<file path="src/rtl/mmu_pkg.sv">
// Shared MMU definitions: table geometry defaults, writer register map and
// writer FSM state encoding.
package mmu_pkg;

  localparam int MMU_TASK_BITS  = 4;
  localparam int MMU_VPAGE_BITS = 12;
  localparam int MMU_PPAGE_BITS = 16;

  localparam logic [2:0] REG_TASK  = 3'd0;
  localparam logic [2:0] REG_VPAGE = 3'd1;
  localparam logic [2:0] REG_PPAGE = 3'd2;
  localparam logic [2:0] REG_COUNT = 3'd3;
  localparam logic [2:0] REG_CTRL  = 3'd4;

  localparam int CTRL_START = 0;
  localparam int CTRL_INCR  = 1;
  localparam int CTRL_ABORT = 2;

  typedef enum logic [1:0] {
    ST_IDLE = 2'd0,
    ST_RUN  = 2'd1,
    ST_DONE = 2'd2
  } wr_state_e;

endpackage

</file>
<file path="src/rtl/mmu_table_writer_regs.sv">
// Supervisor programming registers for the table writer: TASK/VPAGE/PPAGE/COUNT
// storage with COUNT clamping, plus START/ABORT strobe decode from CTRL writes.
module mmu_table_writer_regs
  import mmu_pkg::*;
#(
  parameter int TASK_BITS  = MMU_TASK_BITS,
  parameter int VPAGE_BITS = MMU_VPAGE_BITS,
  parameter int PPAGE_BITS = MMU_PPAGE_BITS
) (
  input  logic                  clk,
  input  logic                  reset,
  input  logic [2:0]            reg_sel_i,
  input  logic [15:0]           reg_wdata_i,
  input  logic                  reg_we_i,
  input  logic                  busy_i,
  output logic [TASK_BITS-1:0]  tsk_o,
  output logic [VPAGE_BITS-1:0] vpage_o,
  output logic [PPAGE_BITS-1:0] ppage_o,
  output logic [VPAGE_BITS:0]   count_o,
  output logic                  start_o,
  output logic                  incr_o,
  output logic                  abort_o
);

  // One full table's worth of entries is the largest meaningful count.
  localparam logic [VPAGE_BITS:0] MAX_COUNT = {1'b1, {VPAGE_BITS{1'b0}}};

  logic [TASK_BITS-1:0]  tsk_q;
  logic [VPAGE_BITS-1:0] vpage_q;
  logic [PPAGE_BITS-1:0] ppage_q;
  logic [VPAGE_BITS:0]   count_q;
  logic [VPAGE_BITS:0]   count_d;
  logic                  ctrl_wr;

  assign count_d = (reg_wdata_i[VPAGE_BITS:0] > MAX_COUNT) ? MAX_COUNT
                                                           : reg_wdata_i[VPAGE_BITS:0];

  always_ff @(posedge clk) begin
    if (reset) begin
      tsk_q   <= '0;
      vpage_q <= '0;
      ppage_q <= '0;
      count_q <= '0;
    end else if (reg_we_i && !busy_i) begin
      case (reg_sel_i)
        REG_TASK:  tsk_q   <= reg_wdata_i[TASK_BITS-1:0];
        REG_VPAGE: vpage_q <= reg_wdata_i[VPAGE_BITS-1:0];
        REG_PPAGE: ppage_q <= reg_wdata_i[PPAGE_BITS-1:0];
        REG_COUNT: count_q <= count_d;
        default: ;
      endcase
    end
  end

  assign ctrl_wr = reg_we_i && (reg_sel_i == REG_CTRL);
  assign start_o = ctrl_wr && reg_wdata_i[CTRL_START] && !busy_i;
  assign abort_o = ctrl_wr && reg_wdata_i[CTRL_ABORT] && busy_i;
  assign incr_o  = reg_wdata_i[CTRL_INCR];

  assign tsk_o   = tsk_q;
  assign vpage_o = vpage_q;
  assign ppage_o = ppage_q;
  assign count_o = count_q;

endmodule

</file>
<file path="src/rtl/mmu_table_writer.sv">
// Writer side of the MMU user page-table RAM: commits single, constant-fill or
// incrementing-fill entries, only in cycles where the MMU does not own the bus.
module mmu_table_writer
  import mmu_pkg::*;
#(
  parameter int TASK_BITS  = MMU_TASK_BITS,
  parameter int VPAGE_BITS = MMU_VPAGE_BITS,
  parameter int PPAGE_BITS = MMU_PPAGE_BITS
) (
  input  logic                            clk,
  input  logic                            reset,
  input  logic [2:0]                      reg_sel,
  input  logic [15:0]                     reg_wdata,
  input  logic                            reg_we,
  input  logic                            mmu_enable,
  output logic [TASK_BITS+VPAGE_BITS-1:0] ram_addr,
  output logic [PPAGE_BITS-1:0]           ram_data,
  output logic                            ram_we,
  output logic                            busy,
  output logic                            done
);

  localparam logic [VPAGE_BITS:0] REM_LAST = (VPAGE_BITS+1)'(1);

  wr_state_e             state_q;
  logic                  busy_q;
  logic                  done_q;
  logic [TASK_BITS-1:0]  tsk_q;
  logic [VPAGE_BITS-1:0] vpage_q;
  logic [PPAGE_BITS-1:0] ppage_q;
  logic [VPAGE_BITS:0]   rem_q;
  logic                  incr_q;

  logic [TASK_BITS-1:0]  cfg_tsk;
  logic [VPAGE_BITS-1:0] cfg_vpage;
  logic [PPAGE_BITS-1:0] cfg_ppage;
  logic [VPAGE_BITS:0]   cfg_count;
  logic                  start;
  logic                  start_incr;
  logic                  abort;

  mmu_table_writer_regs #(
    .TASK_BITS  (TASK_BITS),
    .VPAGE_BITS (VPAGE_BITS),
    .PPAGE_BITS (PPAGE_BITS)
  ) u_regs (
    .clk         (clk),
    .reset       (reset),
    .reg_sel_i   (reg_sel),
    .reg_wdata_i (reg_wdata),
    .reg_we_i    (reg_we),
    .busy_i      (busy_q),
    .tsk_o       (cfg_tsk),
    .vpage_o     (cfg_vpage),
    .ppage_o     (cfg_ppage),
    .count_o     (cfg_count),
    .start_o     (start),
    .incr_o      (start_incr),
    .abort_o     (abort)
  );

  // ram_we also tristates the RAM bus, so reset and abort must drop it in the
  // same cycle even though state only changes at the next edge.
  assign ram_we   = (state_q == ST_RUN) & ~mmu_enable & ~abort & ~reset;
  assign ram_addr = {tsk_q, vpage_q};
  assign ram_data = ppage_q;
  assign busy     = busy_q;
  assign done     = done_q;

  always_ff @(posedge clk) begin
    if (reset) begin
      state_q <= ST_IDLE;
      busy_q  <= 1'b0;
      done_q  <= 1'b0;
      tsk_q   <= '0;
      vpage_q <= '0;
      ppage_q <= '0;
      rem_q   <= '0;
      incr_q  <= 1'b0;
    end else begin
      case (state_q)
        ST_IDLE: begin
          if (start) begin
            if (cfg_count != '0) begin
              state_q <= ST_RUN;
              busy_q  <= 1'b1;
              tsk_q   <= cfg_tsk;
              vpage_q <= cfg_vpage;
              ppage_q <= cfg_ppage;
              rem_q   <= cfg_count;
              incr_q  <= start_incr;
            end else begin
              state_q <= ST_DONE;
              done_q  <= 1'b1;
            end
          end
        end
        ST_RUN: begin
          if (abort) begin
            state_q <= ST_DONE;
            busy_q  <= 1'b0;
            done_q  <= 1'b1;
          end else if (ram_we) begin
            vpage_q <= vpage_q + 1'b1;
            if (incr_q) ppage_q <= ppage_q + 1'b1;
            rem_q <= rem_q - 1'b1;
            if (rem_q == REM_LAST) begin
              state_q <= ST_DONE;
              busy_q  <= 1'b0;
              done_q  <= 1'b1;
            end
          end
        end
        ST_DONE: begin
          state_q <= ST_IDLE;
          done_q  <= 1'b0;
          tsk_q   <= '0;
          vpage_q <= '0;
          ppage_q <= '0;
        end
        default: begin
          state_q <= ST_IDLE;
          busy_q  <= 1'b0;
          done_q  <= 1'b0;
        end
      endcase
    end
  end

endmodule

</file>
<file path="config.mk">
export PLATFORM = sky130hd
export DESIGN_NAME = mmu_table_writer
export DESIGN_NICKNAME = d
export VERILOG_FILES = /design/src/rtl/mmu_pkg.sv /design/src/rtl/mmu_table_writer_regs.sv /design/src/rtl/mmu_table_writer.sv
export SDC_FILE = /design/constraint.sdc
export NUM_CORES = 1
export LEC_CHECK = 0
export BUFFER_PORTS_ARGS = -buffer_cell sky130_fd_sc_hd__buf_2
export CORE_MARGIN = 2
export CORE_UTILIZATION = 55
export DETAILED_ROUTE_END_ITERATION = 16
export PLACE_DENSITY_LB_ADDON = 0.25
export REMOVE_ABC_BUFFERS = 1
export SYNTH_ARGS = -nofsm -noshare
export SYNTH_HDL_FRONTEND = slang
export SYNTH_SLANG_ARGS = --single-unit
</file>
<file path="constraint.sdc">
create_clock -name clk -period 3.75 [get_ports clk]
set_input_delay 0.75 -clock clk [delete_from_list [all_inputs] [get_ports clk]]
set_output_delay 0.75 -clock clk [all_outputs]
set_load 0.05 [all_outputs]
</file>
Word-level counts from Yosys, hierarchy flattened
Index checks and enable logic that the tools add are counted.
{"block": "word_totals", "reg_bits": 95, "in_bits": 23, "out_inout_bits": 35, "elab_cells": 101}
{"block": "classes", "add_sub_neg": 3, "order_cmp": 1, "n_eq_ne": 15, "muxes": 38, "n_bitwise": 7, "n_reduce_logical": 25}
{"op": "16-bit 2-to-1 mux", "count": 5}
{"op": "13-bit 2-to-1 mux", "count": 5}
{"op": "12-bit 2-to-1 mux", "count": 4}
{"op": "16-bit case mux with 3 select lines", "count": 1}
{"op": "12-bit case mux with 3 select lines", "count": 1}
{"op": "13-bit case mux with 2 select lines", "count": 1}
{"op": "16-bit by 1-bit adder with 16-bit output, second input constant", "count": 1}
{"op": "5-bit AND reduction", "count": 3}
{"op": "13-bit by 1-bit equality test with 1-bit output, second input constant", "count": 1}
{"op": "13-bit greater-than comparator, second input constant", "count": 1}
{"op": "13-bit nonzero test", "count": 1}
{"op": "13-bit by 1-bit subtractor with 13-bit output, second input constant", "count": 1}
{"op": "12-bit by 1-bit adder with 12-bit output, second input constant", "count": 1}
{"op": "2-bit inequality test, second input constant", "count": 6}
{"op": "1-bit 2-to-1 mux", "count": 10}
{"op": "2-bit 2-to-1 mux", "count": 5}
{"op": "3-bit AND reduction", "count": 3}
{"op": "4-bit 2-to-1 mux", "count": 2}
{"op": "4-bit case mux with 2 select lines", "count": 1}
{"op": "2-bit AND reduction", "count": 4}
{"op": "3-bit by 2-bit equality test with 1-bit output, second input constant", "count": 2}
{"op": "1-bit logical AND", "count": 6}
{"op": "6-bit AND reduction", "count": 1}
{"op": "1-bit inverter", "count": 4}
{"op": "other kinds (16)", "count": 19}

Logic depth before layout (Yosys ltp)
Gate-level depths: netlist (run 1).
{"block": "logic_depth", "depth_word": 10, "depth_mapped": 10, "depth_no_buf": 7}

Hierarchy
Synthesis (run 1) repeated with hierarchy kept, for this count alone.
{"block": "hier_totals", "cells_unflattened": 621, "hier_area_um2": 5099.9}
{"module": "mmu_table_writer", "n_inst": 1, "cells_each": 412, "area_each_um2": 3181.8, "seq_area_each_um2": 1001.0}
{"module": "mmu_table_writer_regs", "n_inst": 1, "cells_each": 209, "area_each_um2": 1918.1, "seq_area_each_um2": 900.9}

Least setup slack after synthesis (run 1)
OpenSTA, ideal clock, no wires.
{"block": "synth_path", "kind": "in2out", "startpoint": "input port reset", "endpoint": "output port ram_we", "arrival_ns": 2.423, "required_ns": 3.000, "slack_ns": 0.577, "path_stages": 4, "path_buffers": 3, "path_cell_list": "clkbuf_1 clkbuf_1 clkbuf_1 nor3_1"}
{"block": "synth_via", "elab_chain_len": 2}
{"element": "start, declared", "line_no": "mmu_table_writer.sv:11", "source": "input logic reset,"}
{"element": "1-bit inverter", "line_no": "mmu_table_writer.sv:64", "source": "assign ram_we = (state_q == ST_RUN) & ~mmu_enable & ~abort & ~reset;"}
{"element": "1-bit bitwise AND", "line_no": "mmu_table_writer.sv:64"}
{"element": "end, declared", "line_no": "mmu_table_writer.sv:18", "source": "output logic ram_we,"}
No other way between the ends.

Worst setup path in the final report (run 1)
{"block": "layout_path", "startpoint": "register state_q[1]", "endpoint": "register rem_q[0]"}
{"block": "layout_via", "elab_chain_len": 6, "elab_cells_between_ends": 12, "cone_classes": "eq/ne: 5; mux: 1; bitwise: 3; reduce/logical: 3"}
{"element": "start, declared", "line_no": "mmu_table_writer.sv:25", "source": "wr_state_e state_q;"}
{"element": "start signal, assigned", "line_no": "mmu_table_writer.sv:72", "source": "state_q <= ST_IDLE;"}
{"element": "start signal, assigned", "line_no": "mmu_table_writer.sv:85", "source": "state_q <= ST_RUN;"}
{"element": "start signal, assigned", "line_no": "mmu_table_writer.sv:93", "source": "state_q <= ST_DONE;"}
{"element": "2-bit by 1-bit equality test with 1-bit output", "line_no": "mmu_table_writer.sv:64, mmu_table_writer.sv:81"}
{"element": "1-bit bitwise AND (3 in series)", "line_no": "mmu_table_writer.sv:64"}
{"element": "2-bit inequality test (no line)"}
{"element": "5-bit AND reduction (no line)"}
{"element": "end signal, assigned", "line_no": "mmu_table_writer.sv:90", "source": "rem_q <= cfg_count;"}
{"element": "end signal, assigned", "line_no": "mmu_table_writer.sv:106", "source": "rem_q <= rem_q - 1'b1;"}
{"element": "end, declared", "line_no": "mmu_table_writer.sv:31", "source": "logic [VPAGE_BITS:0] rem_q;"}
Several ways; a longest one is shown, not always the timed one.
A chain may end at the register's enable or synchronous reset.

==> results of run 1 <==
-- metrics by stage --
| step | instance area [sq um] | worst slack (ps) | util |
|---|---|---|---|
| finish | 5370 | 912 | 0.624 |
| global route | 5370 | 727 | 0.624 |
| CTS | 5370 | 947 | 0.624 |
| detailed placement | 5160 | 772 | 0.600 |
| global placement | 5160 | 813 | 0.600 |
| floorplan | 4640 | -195 | - |
-- report_power, final --
group	switching (mW)	total, mW	internal, mW	leakage [nW]
logic	0.452	0.628	0.176	1.22
clock network	0.362	0.732	0.371	0.0978
registers	0.0467	1.10	1.05	0.767
total	0.860	2.46	1.60	2.09
-- layout by cell type (no fill, tap or decap), drive strengths merged, types with 6 or more instances in the layout --
cell type / instances
a22oi: 13
o21ai: 22
a32oi: 8
clkbuf: 9
a31oi: 6
ha: 8
nor3b: 9
nor3: 20
nor4: 12
dfxtp: 95
buf: 69
mux2i: 36
inv: 18
and3: 6
o31ai: 7
or2: 6
a21oi: 59
o32ai: 13
nor2: 85
nand2: 43
nand3: 18
-- cells by family after synthesis --
| kind of cell | count (synthesis) |
|---|---|
| buffers and inverters | 55 |
| multiplexers | 37 |
| AO/OA/AOI/OAI | 159 |
| AND/OR/NAND/NOR | 228 |
| adder cells (fa/ha/maj) | 8 |
| flip-flops | 95 |
| XOR/XNOR | 4 |
-- final cells by class --
class / count / area, sq um / share of cell area
clock inverters: 5 / 83.8 / 0.0156
clock buffers: 9 / 124 / 0.0231
multi-input cells: 436 / 2670 / 0.498
flip-flops and latches: 95 / 1900 / 0.354
inverters: 19 / 71.3 / 0.0133
repair buffers: 69 / 375 / 0.0700
well taps: 108 / 135 / 0.0252
-- worst max-delay path, stage by stage (launching register included) --
cell and delay (ps):
dfxtp_1 350, inv_1 90, ha_1 430, buf_4 310, nor2_1 80, or4_1 860
or3b_1 480, a31oi_1 150
-- worst paths after layout --
kind / startpoint / endpoint / slack (ps) / depth (start not counted)
worst min register to register: rem_q[7] / rem_q[7] / 490 / 2
worst min-delay path: rem_q[7] / rem_q[7] / 490 / 2
worst max register to register: state_q[1] / rem_q[0] / 910 / 7
worst max-delay path: state_q[1] / rem_q[0] / 910 / 7
-- registers in the layout, indices dropped and copies added, names as in the netlist --
| signal | flops |
|---|---|
| u_regs.count_o | 13 |
| state_q | 2 |
| vpage_q | 12 |
| tsk_q | 4 |
| rem_q | 13 |
| busy | 1 |
| u_regs.vpage_o | 12 |
| ram_data | 16 |
| u_regs.tsk_o | 4 |
| done | 1 |
| incr_q | 1 |
| u_regs.ppage_o | 16 |
-- metal layers --
metal | track usage | up-vias
li1 | - | 2244
met1 | 0.371 | 2213
met3 | 0.0597 | 22
met2 | 0.430 | 195
met4 | 0.0929 | 0
met5 | 0 | -
==> results.cfg, run 1 <==
[logic_synthesis]
synth_compound_area_frac = 0.217
synth_cells = 586
async_reset_ff_frac = 0
muxShareOfSynthArea = 0.0774
synth_top_area_share = 0.396
ys_types = 62
seq_area_frac_synth = 0.396
synth_area_sq_um = 4800
synth_top_cell_by_area = dfxtp_1
yosys-top-cells-count = dfxtp_1 (95), nor2_1 (85), a21oi_1 (58)
synth-xor-area-share = 0.00729
synth_area_per_cell_sq_um = 8.20
yosysMostFrequentCell = dfxtp_1
synth-adder-area-share = 0.0208
synthTopCellsByArea = dfxtp_1 (40%), mux2i_1 (7.5%), nor2_1 (6.6%)
synth_edf_count = 0
ys.warnings.count = 0
synthFlopType = dfxtp_1
synth_seq_cells = 95
synthSimpleGateAreaFrac = 0.233
synth_top_family_by_area = simple AND/OR/NAND/NOR gates

[clock_tree]
cts_tree = done
clockBufferDepth = 2
root_buffer = clkbuf_8
clk_pin_slew_ps = 90
postCtsHoldBufs = 0
post_cts_buffers = 0
cts_buffers = 9
clk_latency_ps = 370
cts_resized = 0
htree_levels = 3
cts_sinks = 95

[finish]
drive_gt1_frac = 0.144
area_growth_syn_to_layout_pct = 11.7
final_cells = 741
antenna_cells = 0
fillers = 773
layout.nets = 661

[floorplanning]
core_sq_um = 8590
die_area_sq_um = 9500
initial_core_util = 0.559
die_h_um = 97.5
fp.dieW_um = 97.5
ios = 58
row_count = 34

[placement]
dp_hpwl_mm = 8.73
routabilityCongestion = 0.850
io_buffers = 57
dp_cells = 727

[sta]
post-route-period-util = 0.757
hold-worst-slack_ps = 494
setup_viol = 0
hold_violations = 0
finalSetupTns_ps = 0
slew_headroom = 0.365
grt_setup_unrepaired = false
fmax_ghz = 0.352
worst_pin_slew_ps = 952
finalClockSkew_ps = 10.3
drv_slew = 0
final.min_clock_period_ps = 2840

[power]
powerDensity_nw_per_um2 = 458
totalPowerFinal_mw = 2.46
ir_worst_vdd_uv = 240
leakagePower_nw = 2.09

[setup_path]
worst_setup_path_start_kind = flip-flop
path_max_fanout = 27
worstSetupPathType = reg2reg
required_ps = 4050
worstPathArrival_ps = 3140
endpoint_kind = flip-flop

[grt]
grt_pass1_wl_mm = 21.4
grt.overflow.total = 0
grt_pass1_vias = 4346
antenna_found_initial = 0
grt_usage = 0.273
grt_max_degree = 57

[routing]
first_pass_iters = 6
drc_errors = 0
top_layer_used = met4
met2_length_mm = 5.84
ant_nets = 0
routedWlPerCell_um = 17.3
dr_total_vias = 4674
m1WireLength_mm = 5.81
via_per_inst = 6.31
wl_met3_um = 838
drt-total-wl_mm = 12.8
drt-initial-drc-count = 367

[run]
cap_violations = 0

[min_path]
min_path_type = reg2reg

[status]
status = finished clean
No activity file was read; power rests on OpenSTA's default activity.
==> inputs of run 2 (changes only) <==
- CORE_UTILIZATION: 55 -> 53
- clock period: 3.75 -> 2.45 ns (I/O delays scaled with it)
==> run 2 against run 1 <==
Sequential share of layout area is 1.2 points lower. Global-route usage is 0.50 points lower. Largest power group unchanged. Clock power is 58% higher. Wire length is 4.4% higher. Clock-buffer cell count is 1 higher. Final cell count is 3.1% higher. Total power is 59% higher. First-iteration DRC count is 1.4% lower. Maximum frequency is 22% higher. Worst hold slack worse by 150 ps.
==> results.cfg, run 2 (synthesis gave the netlist of run 1 again) <==
[routing]
dr_total_vias = 4740
m1WireLength_mm = 5.99
wl_met3_mm = 1.09
routedWlPerCell_um = 17.5
drt-initial-drc-count = 362
drt-total-wl_mm = 13.4
first_pass_iters = 5
drc_errors = 0
top_layer_used = met4
ant_nets = 0
met2_length_mm = 6.11
via_per_inst = 6.20

[sta]
fmax_ghz = 0.429
drv_slew = 0
worst_pin_slew_ps = 787
setup_viol = 0
grt_setup_unrepaired = false
hold_violations = 0
final.min_clock_period_ps = 2330
slew_headroom = 0.471
post-route-period-util = 0.952
finalClockSkew_ps = 10.2

[floorplanning]
ios = 58
die_area_sq_um = 9840
die_h_um = 99.2
fp.dieW_um = 99.2
core_sq_um = 8760
initial_core_util = 0.548
row_count = 34

[grt]
grt_usage = 0.267
grt_max_degree = 74
grt_pass1_vias = 4373
grt_pass1_wl_mm = 21.5
antenna_found_initial = 0
grt.overflow.total = 0

[clock_tree]
cts_sinks = 95
postCtsHoldBufs = 0
post_cts_buffers = 0
clk_pin_slew_ps = 100
cts_buffers = 9
clk_latency_ps = 370
htree_levels = 3
clockBufferDepth = 2
root_buffer = clkbuf_8
cts_resized = 0
cts_tree = done

[setup_path]
required_ps = 2750
worstPathArrival_ps = 2630
crit_path_top_delay_cell = or4_1
crit_chain = inv_1 -> ha_1 -> inv_1 -> a21oi_2 -> buf_4 -> or4_1 -> buf_4 -> or3_1 -> a31oi_1
crit_end = rem_q[0]
crit_cells = 9
crit_buf_inv = 4
worst_setup_path_start_kind = flip-flop
worstSetupPathType = reg2reg
path_max_fanout = 26
crit_start = state_q[1]
reg2regPathDepth = 9
reg2reg_slack_ps = 120
endpoint_kind = flip-flop
r2r-start = state_q[1]
crit_family = simple AND/OR/NAND/NOR gates
r2r-end = rem_q[0]
slowest_delay_ps = 540

[power]
leakagePower_nw = 2.19
ir_worst_vdd_uv = 387
powerDensity_nw_per_um2 = 705

[finish]
layout.nets = 682
post-route-util = 0.634
antenna_cells = 0
final_common_cell = dfxtp_1
drive_gt1_frac = 0.175
layout_common_cells = dfxtp_1 (94), nor2_1 (85), a21oi_1 (58)
fillers = 791
final_cells = 764
fin_area_sq_um = 5560
area_growth_syn_to_layout_pct = 15.7

[placement]
routabilityCongestion = 0.866
dp_hpwl_mm = 9.13
dp_cells = 748
io_buffers = 57
place_area_sq_um = 5320

[status]
status = finished clean

[min_path]
min_path_type = in2reg

[run]
cap_violations = 0
==> run 2: metal layers <==
layer  GRT usage  up-vias
met5           0        -
met4      0.0906        0
met3      0.0387       19
met2       0.427      215
met1       0.373     2222
li1            -     2284
==> run 2: area by class of cell <==
class	instances	area [sq um]	share of cell area
clock buffer	10	128	0.0230
clock inverter	6	92.6	0.0167
inverter	19	71.3	0.0128
multi-input combinational	436	2690	0.483
sequential	95	1900	0.342
tap	108	135	0.0243
timing repair buffer	90	541	0.0973
==> run 2: per-stage QoR <==
stage	hold slack (ps)	setup WS (ps)	setup TNS, ps	power, mW
detailed placement	471	-13.0	-22.6	2.75
global placement	467	18.1	0	2.73
CTS	342	63.8	0	3.88
finish	347	118	0	3.92
floorplan	449	-1500	-32510	2.34
global route	361	14.9	0	4.06
==> run 2: power breakdown <==
group	internal, mW	leakage [nW]	switching, mW
sequential	1.61	0.768	0.0724
clock	0.583	0.104	0.578
combinational	0.356	1.32	0.718
==> run 2: worst min path at each step <==
stage,cells after the start,slack (ps),startpoint,endpoint
floorplan,2,450,rem_q[7],rem_q[7]
finish,3,350,reg_wdata[14],u_regs.ppage_o[14]
CTS,3,340,reg_wdata[14],u_regs.ppage_o[14]
global route,3,360,reg_wdata[14],u_regs.ppage_o[14]
global placement,2,470,rem_q[9],rem_q[9]
detailed placement,2,470,rem_q[7],rem_q[7]
==> run 2: tightest hold or removal path, stage by stage <==
cell     delay (ps)
buf_2            70
mux2i_1          50
nor2_1           70
==> inputs of run 3 (changes only) <==
- BUFFER_PORTS_ARGS: -buffer_cell sky130_fd_sc_hd__buf_2 -> -buffer_cell sky130_fd_sc_hd__buf_4
==> run 3 against run 2 <==
Worst hold slack got worse by 1.8 ps. Non-clock buffer count is 1 lower. Register-to-register slack got worse by 40 ps. Critical path depth decreased by 1. Global-route usage is 0.25 points higher. Via count is 2.1% higher. Maximum frequency down 1.8%. Worst setup slack got worse by 42 ps. Sequential share of layout area is 0.71 points lower. Final cell count decreased by 0.13%. Clock-buffer cell count unchanged.
==> results.cfg, run 3 (synthesis gave the netlist of run 1 again) <==
[grt]
grt_max_degree = 98
antenna_found_initial = 0
grt_pass1_vias = 4468
grt_usage = 0.270
grt_pass1_wl_mm = 21.7
grt.overflow.total = 0

[setup_path]
worst_setup_path_start_kind = flip-flop
worstSetupPathType = reg2reg
path_max_fanout = 25
crit_chain = inv_1 -> ha_1 -> or3b_2 -> nor4_4 -> or4_1 -> buf_6 -> nor2_1 -> a211oi_1
required_ps = 2740
slowest_delay_ps = 490
worstPathArrival_ps = 2670
crit_path_top_delay_cell = or3b_2
endpoint_kind = flip-flop

[floorplanning]
die_h_um = 99.2
row_count = 34
fp.dieW_um = 99.2
die_area_sq_um = 9840
ios = 58
core_sq_um = 8760
initial_core_util = 0.548

[finish]
final_cells = 763
antenna_cells = 0
area_growth_syn_to_layout_pct = 18.2
layout.nets = 681
final_common_cell = dfxtp_1
layout_common_cells = dfxtp_1 (93), buf_4 (86), nor2_1 (85)
fin_area_sq_um = 5680
drive_gt1_frac = 0.174
fillers = 775

[sta]
hold-worst-slack_ps = 345
fmax_ghz = 0.421
post-route-period-util = 0.969
setup_viol = 0
hold_violations = 0
finalClockSkew_ps = 17.0
drv_slew = 0
slew_headroom = 0.540
worst_pin_slew_ps = 683
final.min_clock_period_ps = 2370

[placement]
dp_hpwl_mm = 9.16
place_area_sq_um = 5460
io_buffers = 57
dp_cells = 746
routabilityCongestion = 0.887

[clock_tree]
clockBufferDepth = 2
htree_levels = 3
root_buffer = clkbuf_8
clk_latency_ps = 370
clk_pin_slew_ps = 110
cts_tree = done
cts_buffers = 9
cts_sinks = 95
postCtsHoldBufs = 0

[routing]
via_per_inst = 6.34
first_pass_iters = 5
drc_errors = 0
drt-total-wl_mm = 13.5
routedWlPerCell_um = 17.7
dr_total_vias = 4840
ant_nets = 0
drt-initial-drc-count = 492

[power]
ir_worst_vdd_uv = 373
leakagePower_nw = 2.20
powerDensity_nw_per_um2 = 683

[min_path]
min_path_type = in2reg

[run]
cap_violations = 0

[status]
status = finished clean
run 3: layout make-up:
| class | count | area [sq um] | area share |
|---|---|---|---|
| Timing Repair Buffer | 89 | 688 | 0.121 |
| Multi-Input combinational cell | 436 | 2680 | 0.472 |
| Tap cell | 108 | 135 | 0.0238 |
| Inverter | 19 | 71.3 | 0.0126 |
| Clock buffer | 10 | 128 | 0.0225 |
| Sequential cell | 95 | 1900 | 0.335 |
| Clock inverter | 6 | 68.8 | 0.0121 |
run 3: metal layers:
metal	up-vias	routed length, um	GRT usage	share of wire
li1	2281	-	-	-
met1	2271	5880	0.383	0.44
met2	255	6150	0.420	0.46
met3	33	1210	0.0394	0.089
met4	0	243	0.0969	0.018
met5	-	0	0	0
run 3: worst max-delay path, delay by kind of cell (launching register included):
kind                     cells  cell delay, ps
adder cells (fa/ha/maj)      1             210
flip-flops                   1             350
AND/OR/NAND/NOR              4            1160
AO/OA/AOI/OAI                1             230
buffers and inverters        2             330
run 3: power breakdown:
group	total [mW]	switching [mW]	internal (mW)
logic	1.13	0.732	0.394
clock network	1.07	0.588	0.481
registers	1.69	0.0740	1.61
total	3.88	1.39	2.49
run 3: metrics by stage:
step,util,setup slack [ps],total power [mW],TNS (ps)
global route,0.648,-32.2,4.04,-72.6
CTS,0.645,86.4,3.82,0
finish,0.648,75.4,3.88,0
detailed placement,0.623,-44.1,2.78,-65.4
global placement,0.623,16.4,2.75,0
floorplan,-,-1500,2.34,-32510
run 3: path summary, 6_finish.rpt:
| check | startpoint | end | slack [ps] | cells past startpoint |
|---|---|---|---|---|
| setup / recovery | state_q[0] | ram_data[13] | 80 | 8 |
| hold / removal | reg_wdata[14] | u_regs.ppage_o[14] | 350 | 3 |
| setup reg to reg | state_q[0] | ram_data[13] | 80 | 8 |
| hold reg to reg | rem_q[7] | rem_q[7] | 490 | 2 |
run 3: timing repair:
action,in CTS,in global routing
setup endpoints to repair,0,20
gates resized for setup,0,5
setup buffers,0,1
